===== src/rtl/load_data_unit_if.sv =====
// Request/response and read-bus signals of the load data unit, grouped as a single bundle.
// The master modport is the load data unit. The slave modport is the core plus memory side.
interface load_data_unit_if #(
    parameter int XLEN = 32
);
    logic            req_valid;
    logic            req_ready;
    logic [31:0]     req_addr;
    logic [2:0]      req_func3;

    logic            rsp_valid;
    logic            rsp_ready;
    logic [XLEN-1:0] rsp_data;
    logic            rsp_err;

    logic            arvalid;
    logic            arready;
    logic [31:0]     araddr;
    logic [2:0]      arsize;

    logic            rvalid;
    logic            rready;
    logic [XLEN-1:0] rdata;
    logic [1:0]      rresp;

    modport master (
        input  req_valid, req_addr, req_func3, rsp_ready, arready, rvalid, rdata, rresp,
        output req_ready, rsp_valid, rsp_data, rsp_err, arvalid, araddr, arsize, rready
    );

    modport slave (
        output req_valid, req_addr, req_func3, rsp_ready, arready, rvalid, rdata, rresp,
        input  req_ready, rsp_valid, rsp_data, rsp_err, arvalid, araddr, arsize, rready
    );
endinterface


===== src/rtl/load_data_unit.sv =====
// RISC-V load unit: aligns and extends loads, taking 3 cycles minimum and 5 when a load crosses a bus word.
// Every handshake is held until accepted. Macro LDU_MISALIGN_EN enables two-beat crossing loads; without it they return an error.
module load_data_unit #(
    parameter int          XLEN     = 32,
    parameter logic [31:0] NS0_BASE = 32'h2000_0000,
    parameter logic [31:0] NS0_MASK = 32'hFFFF_F000,
    parameter logic [31:0] NS1_BASE = 32'h1000_0000,
    parameter logic [31:0] NS1_MASK = 32'hFFFF_FFF8,
    parameter logic [31:0] NS2_BASE = 32'h3000_0000,
    parameter logic [31:0] NS2_MASK = 32'hF000_0000
) (
    input  logic             clk_i,
    input  logic             rst_i,
    load_data_unit_if.master bus
);
    localparam int BYTES = XLEN / 8;
    localparam int OFFW  = $clog2(BYTES);

`ifdef LDU_MISALIGN_EN
    typedef enum logic [2:0] {IDLE, AR1, R1, AR2, R2, RSP} state_t;
`else
    typedef enum logic [2:0] {IDLE, AR1, R1, RSP} state_t;
`endif

    state_t          state_q, state_d;
    logic [31:0]     addr_q, addr_d;
    logic [2:0]      func3_q, func3_d;
    logic [XLEN-1:0] data_q, data_d;
    logic            err_q, err_d;
    logic            ns_q;
    logic            reject;
    logic [OFFW-1:0] sh;
    logic [31:0]     aligned;
`ifdef LDU_MISALIGN_EN
    logic [XLEN-1:0]   beat1_q, beat1_d;
    logic [2*XLEN-1:0] merged;
    logic              cross_q;
`endif

    function automatic logic no_shift(input logic [31:0] a);
        return ((a & NS0_MASK) == NS0_BASE) ||
               ((a & NS1_MASK) == NS1_BASE) ||
               ((a & NS2_MASK) == NS2_BASE);
    endfunction

    function automatic logic crosses(input logic [31:0] a, input logic [2:0] f3);
        logic [3:0] end_b;
        end_b = 4'(a[OFFW-1:0]) + (4'd1 << f3[1:0]);
        return !no_shift(a) && (end_b > 4'(BYTES));
    endfunction

    function automatic logic illegal(input logic [2:0] f3);
        return (XLEN == 32) && ((f3[1:0] == 2'b11) || (f3 == 3'b110));
    endfunction

    // Push the loaded bytes to the top of the word, then shift back arithmetically or logically.
    function automatic logic [XLEN-1:0] extend(input logic [XLEN-1:0] raw, input logic [2:0] f3);
        logic [XLEN-1:0] up;
        int              nbits;
        int              k;
        nbits = 8 << f3[1:0];
        k     = (nbits >= XLEN) ? 0 : XLEN - nbits;
        up    = raw << k;
        return f3[2] ? (up >> k) : $unsigned($signed(up) >>> k);
    endfunction

    assign ns_q    = no_shift(addr_q);
    assign sh      = ns_q ? '0 : addr_q[OFFW-1:0];
    assign aligned = {addr_q[31:OFFW], {OFFW{1'b0}}};
`ifdef LDU_MISALIGN_EN
    assign cross_q = crosses(addr_q, func3_q);
    assign reject  = illegal(bus.req_func3);
`else
    assign reject  = illegal(bus.req_func3) || crosses(bus.req_addr, bus.req_func3);
`endif

    always_comb begin
        state_d = state_q;
        addr_d  = addr_q;
        func3_d = func3_q;
        data_d  = data_q;
        err_d   = err_q;
`ifdef LDU_MISALIGN_EN
        beat1_d = beat1_q;
        merged  = {bus.rdata, beat1_q} >> {sh, 3'b000};
`endif
        unique case (state_q)
            IDLE: begin
                if (bus.req_valid) begin
                    addr_d  = bus.req_addr;
                    func3_d = bus.req_func3;
                    if (reject) begin
                        err_d   = 1'b1;
                        data_d  = '0;
                        state_d = RSP;
                    end else begin
                        state_d = AR1;
                    end
                end
            end
            AR1: if (bus.arready) state_d = R1;
            R1: begin
                if (bus.rvalid) begin
                    if (bus.rresp != 2'b00) begin
                        err_d   = 1'b1;
                        data_d  = '0;
                        state_d = RSP;
`ifdef LDU_MISALIGN_EN
                    end else if (cross_q) begin
                        beat1_d = bus.rdata;
                        state_d = AR2;
`endif
                    end else begin
                        err_d   = 1'b0;
                        data_d  = extend(bus.rdata >> {sh, 3'b000}, func3_q);
                        state_d = RSP;
                    end
                end
            end
`ifdef LDU_MISALIGN_EN
            AR2: if (bus.arready) state_d = R2;
            R2: begin
                if (bus.rvalid) begin
                    err_d   = (bus.rresp != 2'b00);
                    data_d  = (bus.rresp != 2'b00) ? '0 : extend(merged[XLEN-1:0], func3_q);
                    state_d = RSP;
                end
            end
`endif
            RSP: if (bus.rsp_ready) state_d = IDLE;
            default: state_d = IDLE;
        endcase
    end

    always_ff @(posedge clk_i or posedge rst_i) begin
        if (rst_i) begin
            state_q <= IDLE;
            addr_q  <= '0;
            func3_q <= '0;
            data_q  <= '0;
            err_q   <= 1'b0;
`ifdef LDU_MISALIGN_EN
            beat1_q <= '0;
`endif
        end else begin
            state_q <= state_d;
            addr_q  <= addr_d;
            func3_q <= func3_d;
            data_q  <= data_d;
            err_q   <= err_d;
`ifdef LDU_MISALIGN_EN
            beat1_q <= beat1_d;
`endif
        end
    end

    // The address is re-derived from the latched request, so it reads zero while in reset.
    always_comb begin
        bus.araddr = ns_q ? addr_q : aligned;
`ifdef LDU_MISALIGN_EN
        if (state_q == AR2) bus.araddr = aligned + 32'(BYTES);
`endif
    end

    assign bus.arsize    = {1'b0, func3_q[1:0]};
    assign bus.req_ready = (state_q == IDLE);
    assign bus.rsp_valid = (state_q == RSP);
    assign bus.rsp_data  = data_q;
    assign bus.rsp_err   = err_q;
`ifdef LDU_MISALIGN_EN
    assign bus.arvalid   = (state_q == AR1) || (state_q == AR2);
    assign bus.rready    = (state_q == R1) || (state_q == R2);
`else
    assign bus.arvalid   = (state_q == AR1);
    assign bus.rready    = (state_q == R1);
`endif
endmodule


===== src/flat_wrapper.sv =====
// flat-port wrapper written by rule: the top's interface ports become plain ports
module load_data_unit_flat 
#(
    parameter int          XLEN     = 32,
    parameter logic [31:0] NS0_BASE = 32'h2000_0000,
    parameter logic [31:0] NS0_MASK = 32'hFFFF_F000,
    parameter logic [31:0] NS1_BASE = 32'h1000_0000,
    parameter logic [31:0] NS1_MASK = 32'hFFFF_FFF8,
    parameter logic [31:0] NS2_BASE = 32'h3000_0000,
    parameter logic [31:0] NS2_MASK = 32'hF000_0000
)
  (clk_i, rst_i, bus_req_valid, bus_req_addr, bus_req_func3, bus_rsp_ready, bus_arready, bus_rvalid, bus_rdata, bus_rresp, bus_req_ready, bus_rsp_valid, bus_rsp_data, bus_rsp_err, bus_arvalid, bus_araddr, bus_arsize, bus_rready);
  load_data_unit_if #(.XLEN(XLEN)) bus_i ();
  input  logic clk_i;
  input  logic rst_i;
  input wire logic [$bits(bus_i.req_valid)-1:0] bus_req_valid;
  input wire logic [$bits(bus_i.req_addr)-1:0] bus_req_addr;
  input wire logic [$bits(bus_i.req_func3)-1:0] bus_req_func3;
  input wire logic [$bits(bus_i.rsp_ready)-1:0] bus_rsp_ready;
  input wire logic [$bits(bus_i.arready)-1:0] bus_arready;
  input wire logic [$bits(bus_i.rvalid)-1:0] bus_rvalid;
  input wire logic [$bits(bus_i.rdata)-1:0] bus_rdata;
  input wire logic [$bits(bus_i.rresp)-1:0] bus_rresp;
  output wire logic [$bits(bus_i.req_ready)-1:0] bus_req_ready;
  output wire logic [$bits(bus_i.rsp_valid)-1:0] bus_rsp_valid;
  output wire logic [$bits(bus_i.rsp_data)-1:0] bus_rsp_data;
  output wire logic [$bits(bus_i.rsp_err)-1:0] bus_rsp_err;
  output wire logic [$bits(bus_i.arvalid)-1:0] bus_arvalid;
  output wire logic [$bits(bus_i.araddr)-1:0] bus_araddr;
  output wire logic [$bits(bus_i.arsize)-1:0] bus_arsize;
  output wire logic [$bits(bus_i.rready)-1:0] bus_rready;
  assign bus_i.req_valid = bus_req_valid;
  assign bus_i.req_addr = bus_req_addr;
  assign bus_i.req_func3 = bus_req_func3;
  assign bus_i.rsp_ready = bus_rsp_ready;
  assign bus_i.arready = bus_arready;
  assign bus_i.rvalid = bus_rvalid;
  assign bus_i.rdata = bus_rdata;
  assign bus_i.rresp = bus_rresp;
  assign bus_req_ready = bus_i.req_ready;
  assign bus_rsp_valid = bus_i.rsp_valid;
  assign bus_rsp_data = bus_i.rsp_data;
  assign bus_rsp_err = bus_i.rsp_err;
  assign bus_arvalid = bus_i.arvalid;
  assign bus_araddr = bus_i.araddr;
  assign bus_arsize = bus_i.arsize;
  assign bus_rready = bus_i.rready;
  load_data_unit #(.XLEN(XLEN), .NS0_BASE(NS0_BASE), .NS0_MASK(NS0_MASK), .NS1_BASE(NS1_BASE), .NS1_MASK(NS1_MASK), .NS2_BASE(NS2_BASE), .NS2_MASK(NS2_MASK)) u_core (.clk_i(clk_i), .rst_i(rst_i), .bus(bus_i));
endmodule

===== config.mk =====
export PLATFORM = sky130hd
export DESIGN_NAME = load_data_unit_flat
export DESIGN_NICKNAME = d
export VERILOG_FILES = /design/src/rtl/load_data_unit_if.sv /design/src/rtl/load_data_unit.sv /design/src/flat_wrapper.sv
export SDC_FILE = /design/constraint.sdc
export NUM_CORES = 1
export LEC_CHECK = 0
export BUFFER_PORTS_ARGS = -buffer_cell sky130_fd_sc_hd__buf_2
export CORE_MARGIN = 2
export CORE_UTILIZATION = 46
export DETAILED_ROUTE_END_ITERATION = 12
export PLACE_DENSITY_LB_ADDON = 0.08
export SKIP_LAST_GASP = 1
export SLEW_MARGIN = 20
export SYNTH_ARGS = -nofsm -noshare
export SYNTH_HDL_FRONTEND = slang
export SYNTH_SLANG_ARGS = --single-unit

===== constraint.sdc =====
create_clock -name clk_i -period 2.1 [get_ports clk_i]
set_input_delay 0.21 -clock clk_i [delete_from_list [all_inputs] [get_ports clk_i]]
set_output_delay 0.21 -clock clk_i [all_outputs]
set_load 0.02 [all_outputs]

==> summary.txt, run 1 <==
Drt
  • Via density: 5.65
  • 1st-pass router iterations: 6
  • Final wirelength: 12000 um
  • Residual DRC count: 0
  • DR vias: 3819
  • Drt wl/cell: 17.8 um
  • Post-route ant nets: 0
  • First DRT Iteration DRCs: 220

Critical path
  • Worst EP arrival: 2.45 ns
  • Critical path required time: 2.34 ns
  • Kind of start point of the critical path: flop
  • Reg2Reg Depth: 7
  • CP max stage delay: 0.49 ns
  • Slowest CP cell: mux4_2
  • Worst reg-to-reg setup slack: -0.10 ns
  • WS Path Type: reg -> reg
  • Reg-to-Reg End: u_core.bus.rsp_data[5]
  • Crit-path cells: nor4_4 -> a31oi_4 -> nor3_2 -> buf_4 -> nand2b_4 -> mux4_2 -> a22o_1
  • Crit path max fanout: 5
  • Reg-to-Reg Start: u_core.addr_q[10]
  • CP Capture Type: flop

Outcome
  • Status: finished, violations left
  • Failing checks: setup timing

GRT
  • Number of global-route vias before repair: 3651
  • First-pass GRT wire length: 18800 um
  • GRT overflow: 0
  • Antenna violations before repair: 0
  • Largest net degree at the start of global routing: 44
  • All-Layer GR Usage: 23.6%

Worst hold path
  • Hold Path Origin: bus_req_addr[2]
  • Hold Crit Depth: 2
  • HP Class: in -> reg
  • Hold endpoint: u_core.addr_q[2]

STA
  • Slew HR: 62.9%
  • Final Cycle Share: 105%
  • Worst-Margin Slew: 0.557 ns
  • RSZ-0062 raised after global routing: yes
  • Final setup viols: 28
  • Final-report hold violation count: 0
  • Setup TNS: -1.34 ns
  • Slew Limit Fails: 0
  • Final min period: 2.20 ns
  • Worst clock skew: 0.0160 ns
  • PnR worst setup slack: -0.104 ns
  • Peak Freq: 0.454 GHz

Logic synthesis
  • Cell taking the most area after synthesis: dfrtp_1
  • Syn nets: 462
  • Synth Warn #: 0
  • FF+latch count, synth: 70
  • Post-synth ARST share: 100%
  • Gate Count Post-Synth: 380
  • Top_reg_cell synth: dfrtp_1
  • Post-synth EDFFs: 0
  • Synthesized area: 4370 um^2
  • Top cells by area, synth: dfrtp_1 (40%), mux2_2 (8.8%), buf_4 (5.8%)
  • Share of the synthesized area in the top cell type: 40.1%
  • Register area share after synthesis: 40.1%
  • Average size of a mapped cell: 11.5 um^2
  • Post-synth cell types: 52

Layout
  • Fin area: 5730 um^2
  • Multi-input combinational cell area: 2250 um^2
  • Layout Nets: 625
  • Layout cells sized above 1: 56.9%
  • # fillers: 802
  • Post-layout utilization of the core: 62.1%
  • N_diodes: 0
  • Area grow syn2layout: 31.2%
  • Seq. cell area: 1750 um^2

Pwr
  • Pwr Density: 1540 nW/um^2
  • Total chip power: 0.00880 W
  • Sw power: 0.00396 W
  • Power share of the clock group: 11.3%
  • Worst ir drop on vdd: 0.877 mV
  • Int Power: 0.00484 W
  • Flop pwr share: 28.5%
  • Combinational fraction of design power: 60.2%
  • Sw Ratio: 45.0%
  • Pleak: 2.69 nW

Floorplan
  • Die Y: 101 um
  • Core area: 9240 um^2
  • Row cnt: 35
  • Die ar.: 10300 um^2
  • IO Count: 147
  • Initial Util: 47.3%
  • Die X: 101 um

Placed design
  • Place WS: -0.255 ns
  • Post-place instance area: 5380 um^2
  • I/O Buffers: 145
  • DP Wirelength: 8890 um
  • GPL Wtd Cong: 0.865

Clock tree
  • CTS tree: done
  • Max clock buf depth: 2
  • TritonCTS buffer count: 9
  • TritonCTS Sinks: 70
  • Clk slew on worst S/H paths: 0.08 ns
  • CTS H-tree lvls: 3
  • Worst-Skew Late Latency: 0.35 ns
  • Clock root buffer: clkbuf_8

Flow run
  • Max cap viols: 0
## synth_stat cells (all sizes together), types with 3 or more instances
master and n:
nand2 14, nand2b 7, a31oi 3, a21oi 6, nand4b 8, a221o 8, nor4 13, inv 14
and2 3, mux4 7, o2bb2ai 9, o211ai 26, a22o 8, nor2 6, dfrtp 70, ha 6
mux2 34, buf 46, clkbuf 15, a222oi 7, o311a 3, nand4 18, o21ai 30
## critical path: cells and delay by family (launching register included)
kind / cells / cell delay, ns
AO/OA/AOI/OAI: 2 / 0.34
multiplexers: 1 / 0.49
flip-flops: 1 / 0.42
AND/OR/NAND/NOR: 3 / 0.67
buffers and inverters: 1 / 0.18
## worst max path at each step
stage / startpoint / to / cells after the start
3_5_place_dp: bus_req_func3[1] / u_core.bus.rsp_data[5] / 12
4_1_cts: u_core.addr_q[26] / u_core.bus.rsp_data[5] / 7
2_1_floorplan: u_core.addr_q[27] / u_core.bus.rsp_data[5] / 8
6_report: u_core.addr_q[10] / u_core.bus.rsp_data[5] / 7
3_3_place_gp: u_core.state_q[0] / u_core.bus.rsp_data[10] / 7
5_1_grt: u_core.addr_q[26] / u_core.bus.rsp_data[5] / 7
## stage by stage
step	std cells	hold slack (ns)
5_1_grt	676	0.0902
2_1_floorplan	380	0.361
3_3_place_gp	650	0.293
4_1_cts	669	0.0901
6_report	676	0.0904
3_5_place_dp	651	0.297
## final cells by class
type,instances,area share (%)
Clock buffer,10,2.40
Clock inverter,5,0.633
Inverter,15,0.982
Multi-Input combinational cell,235,39.2
Sequential cell,70,30.6
Tap cell,129,2.81
Timing Repair Buffer,212,23.4
## power groups by stage
stage               registers (W)  logic (W)  clock network (W)
CTS                       0.00251    0.00518            0.00101
floorplan                 0.00271    0.00338                  0
finish                    0.00251    0.00530           0.000996
global placement          0.00249    0.00503                  0
global route              0.00259    0.00570            0.00106
detailed placement        0.00253    0.00510                  0
## sequential cells by signal (all words and copies together), names as in the netlist
name	count
u_core.addr_q	32
u_core.bus.rsp_data	32
u_core.func3_q	3
u_core.state_q	2
u_core.bus.rsp_err	1
## logic make-up (layout without fill, tap and decap cells)
group / after synthesis / in the layout / share of synthesized area (%)
flops: 70 / 70 / 40.1
buf+inv: 76 / 242 / 10.4
fa+ha+maj: 7 / 7 / 2.18
simple gates: 78 / 78 / 13.4
xor+xnor: 1 / 1 / 0.200
compound gates: 105 / 106 / 21.1
other cells: 1 / 1 / 0.0858
mux: 42 / 42 / 12.6
## routing by layer
metal / GRT usage (%) / part of all wire [%]
met1: 33.6 / 46
met2: 36.4 / 46
met3: 5.18 / 7.4
met4: 6.96 / 1.3
met5: 0 / 0
## layout by cell type, fill, tap and decap left out, types with 3 or more instances in the layout
master,instances
a21oi_1,5
a221o_1,8
a222oi_1,7
a22o_1,8
buf_12,5
buf_2,143
buf_4,59
clkbuf_8,10
clkinvlp_4,3
dfrtp_1,69
ha_1,6
inv_1,13
mux2_2,34
mux4_2,7
nand2_1,14
nand2b_1,5
nand4_1,17
nand4b_1,8
nor2_1,6
nor4_1,5
nor4_4,6
o211ai_1,14
o211ai_2,11
o21ai_0,30
o2bb2ai_1,7
## timing repair
action,CTS,global route
setup endpoints to repair,33,35
hold buffers,1,0
pin swaps,2,7
resized for setup,6,9
setup buffers,2,5
endpoints found under the hold margin,27,0
gates cloned,1,2
(Power assumes the default switching activity.)
==> inputs of run 2 (changes only) <==
ABC_AREA = 1   (was unset)
CORE_UTILIZATION = 51   (was 46)
clock period = 2.5 ns   (was 2.1 ns; I/O delays follow)
==> summary.txt, run 2 <==
Logic synthesis
  • Average size of a mapped cell: 7.66 um^2
  • Post-synth cell types: 36
  • Gate Count Post-Synth: 548
  • Post-synth EDFFs: 0
  • Post-synth ARST share: 100%
  • Top_reg_cell synth: dfrtp_1
  • Most frequent cell after synthesis: nand2_1
  • Cell taking the most area after synthesis: dfrtp_1
  • Synth Warn #: 0
  • Register area share after synthesis: 41.7%
  • Top cells by area, synth: dfrtp_1 (42%), nand2_1 (14%), o21ai_0 (6.7%)
  • Top cells by count, synth: nand2_1 (161), dfrtp_1 (70), o21ai_0 (56), inv_1 (54), nor2_1 (38)
  • FF+latch count, synth: 70
  • Syn nets: 630
  • Synthesized area: 4200 um^2
  • Share of the synthesized area in the top cell type: 41.7%

Floorplan
  • Initial Util: 51.9%
  • Die X: 94.7 um
  • Die Y: 94.7 um
  • Row cnt: 33
  • IO Count: 147
  • Die ar.: 8970 um^2
  • Core area: 8090 um^2

Layout
  • Commonest non-fill, non-tap cell in the layout: nand2_1
  • Non-filler cells, final: 770
  • Most frequent cells in the layout: nand2_1 (160), buf_2 (145), dfrtp_1 (70), o21ai_0 (56), inv_1 (53)
  • Layout cells sized above 1: 30.8%
  • N_diodes: 0
  • Layout Nets: 742
  • Area grow syn2layout: 19.7%

GRT
  • All-Layer GR Usage: 24.2%
  • Number of global-route vias before repair: 3526
  • First-pass GRT wire length: 17100 um
  • Antenna violations before repair: 0
  • GRT overflow: 0
  • Largest net degree at the start of global routing: 35

Critical path
  • CP Capture Type: flop
  • Reg-to-Reg End: u_core.bus.rsp_data[12]
  • Reg2Reg Depth: 14
  • Cell family with most CP delay: simple AND/OR/NAND/NOR gates
  • Worst reg-to-reg setup slack: 0.30 ns
  • Critical path required time: 2.78 ns
  • Top cell by count, worst path: nand2_1
  • Crit path max fanout: 23
  • WS Path Type: reg -> reg
  • Worst EP arrival: 2.47 ns
  • Kind of start point of the critical path: flop
  • Reg-to-Reg Start: u_core.addr_q[27]
  • CP Buf/Inv Count: 1
  • CP max stage delay: 0.40 ns
  • Slowest CP cell: dfrtp_1
  • Crit-path cells: nor2_1 -> nand2_1 -> nor2_1 -> nand2_1 -> nand2_1 -> nand3_4 -> nand2_4 -> buf_4 -> nand2_1 -> nand2_1 -> nand2_1 -> o21ai_0 -> nand2_1 -> nand2_1

Drt
  • Final wirelength: 10400 um
  • Drt wl/cell: 13.6 um
  • Via density: 5.14
  • 1st-pass router iterations: 7
  • Residual DRC count: 0
  • DR vias: 3956
  • Post-route ant nets: 0
  • First DRT Iteration DRCs: 282

STA
  • Peak Freq: 0.456 GHz
  • Setup TNS: 0 ns
  • Worst clock skew: 0.0152 ns
  • Slew HR: 63.9%
  • Final setup viols: 0
  • Final-report hold violation count: 0
  • RSZ-0062 raised after global routing: no
  • PnR worst setup slack: 0.305 ns
  • Final min period: 2.20 ns
  • Worst-Margin Slew: 0.539 ns
  • Slew Limit Fails: 0
  • Final Cycle Share: 87.8%

Clock tree
  • Post-CTS sizing: 0
  • CTS tree: done
  • TritonCTS Sinks: 70
  • Cts hold-fix bufs: 1
  • Worst-Skew Late Latency: 0.35 ns
  • Post CTS Setup Buffer Count: 0
  • CTS H-tree lvls: 3
  • Clock root buffer: clkbuf_8
  • Max clock buf depth: 2
  • TritonCTS buffer count: 9
  • Clk slew on worst S/H paths: 0.09 ns

Pwr
  • Sw Ratio: 47.1%
  • Combinational fraction of design power: 52.0%
  • Sw power: 0.00286 W
  • Pleak: 2.85 nW
  • Worst ir drop on vdd: 0.723 mV
  • Flop pwr share: 30.5%
  • Int Power: 0.00321 W
  • Pwr Density: 1210 nW/um^2
  • Power share of the clock group: 17.6%

Worst hold path
  • Hold Path Origin: bus_req_addr[2]
  • HP Class: in -> reg
  • Hold endpoint: u_core.addr_q[2]
  • Hold Crit Depth: 2

Placed design
  • I/O Buffers: 145
  • Dpl cells: 753
  • GPL Wtd Cong: 0.855
  • DP Wirelength: 7790 um
  • Place WS: 0.0635 ns

Outcome
  • Status: complete, no violations

Flow run
  • Max cap viols: 0
==> run 2: cell count changes after synthesis, moves of 12 or more <==
cell | previous run | this run
inv_1 | 14 | 54
mux2_2 | 34 | 7
nand2_1 | 14 | 161
nand3_1 | 2 | 34
nand3_2 | 0 | 12
nor2_1 | 6 | 38
o211ai_1 | 14 | 2
o211ai_2 | 12 | 0
o21ai_0 | 30 | 56
==> run 2: worst max path at each step <==
stage / from / endpoint / depth (start not counted)
floorplan: bus_req_func3[1] / u_core.bus.rsp_data[17] / 14
global placement: bus_req_func3[1] / u_core.bus.rsp_data[6] / 15
detailed placement: bus_req_func3[1] / u_core.bus.rsp_data[3] / 15
global route: u_core.addr_q[27] / u_core.bus.rsp_data[29] / 13
finish: u_core.addr_q[27] / u_core.bus.rsp_data[12] / 14
CTS: u_core.addr_q[27] / u_core.bus.rsp_data[25] / 13
==> run 2: kinds of logic after synthesis <==
family                     count (synthesis)  share of synthesized area (%)
adders and majority gates                  7                           2.27
DFF                                       70                           41.7
other                                      1                         0.0893
AOI/OAI and AO/OA                         85                           11.4
xor gates and xnor gates                   1                          0.209
muxes                                      7                           1.88
and+or+nand+nor                          262                           28.3
buffers and inverters                    115                           14.1
==> run 2: cell type report <==
class / count / area, um^2
clock buffers: 11 / 151
repair buffers: 157 / 831
flip-flops and latches: 70 / 1750
multi-input cells: 363 / 1860
clock inverters: 5 / 81.3
fillers: 753 / 3070
inverters: 59 / 221
well taps: 105 / 131
==> run 2: metal layers <==
| metal | part of all wire [%] | vias to the layer above | GRT usage (%) |
|---|---|---|---|
| met3 | 8.0 | 9 | 4.79 |
| met2 | 44 | 157 | 35.4 |
| met1 | 47 | 1839 | 36.9 |
| met5 | 0 | - | 0 |
| li1 | - | 1951 | - |
| met4 | 1.0 | 0 | 6.16 |
==> run 2: power by group through the flow <==
stage	sequential [W]	combinational, W	clock [W]
after floorplan	0.00195	0.00250	0
after global placement	0.00186	0.00312	0
after detailed placement	0.00187	0.00315	0
after CTS	0.00185	0.00317	0.00108
after global routing	0.00191	0.00353	0.00113
final	0.00185	0.00316	0.00107
==> run 2: metrics by stage <==
stage          instance area [um^2]  hold WS [ns]  utilization [%]  total power [W]
2_1_floorplan                  4200         0.401                -          0.00445
3_3_place_gp                   4780         0.317             59.1          0.00498
3_5_place_dp                   4780         0.306             59.1          0.00502
4_1_cts                        5020         0.111             62.1          0.00610
5_1_grt                        5020         0.119             62.1          0.00657
6_report                       5020         0.125             62.1          0.00607
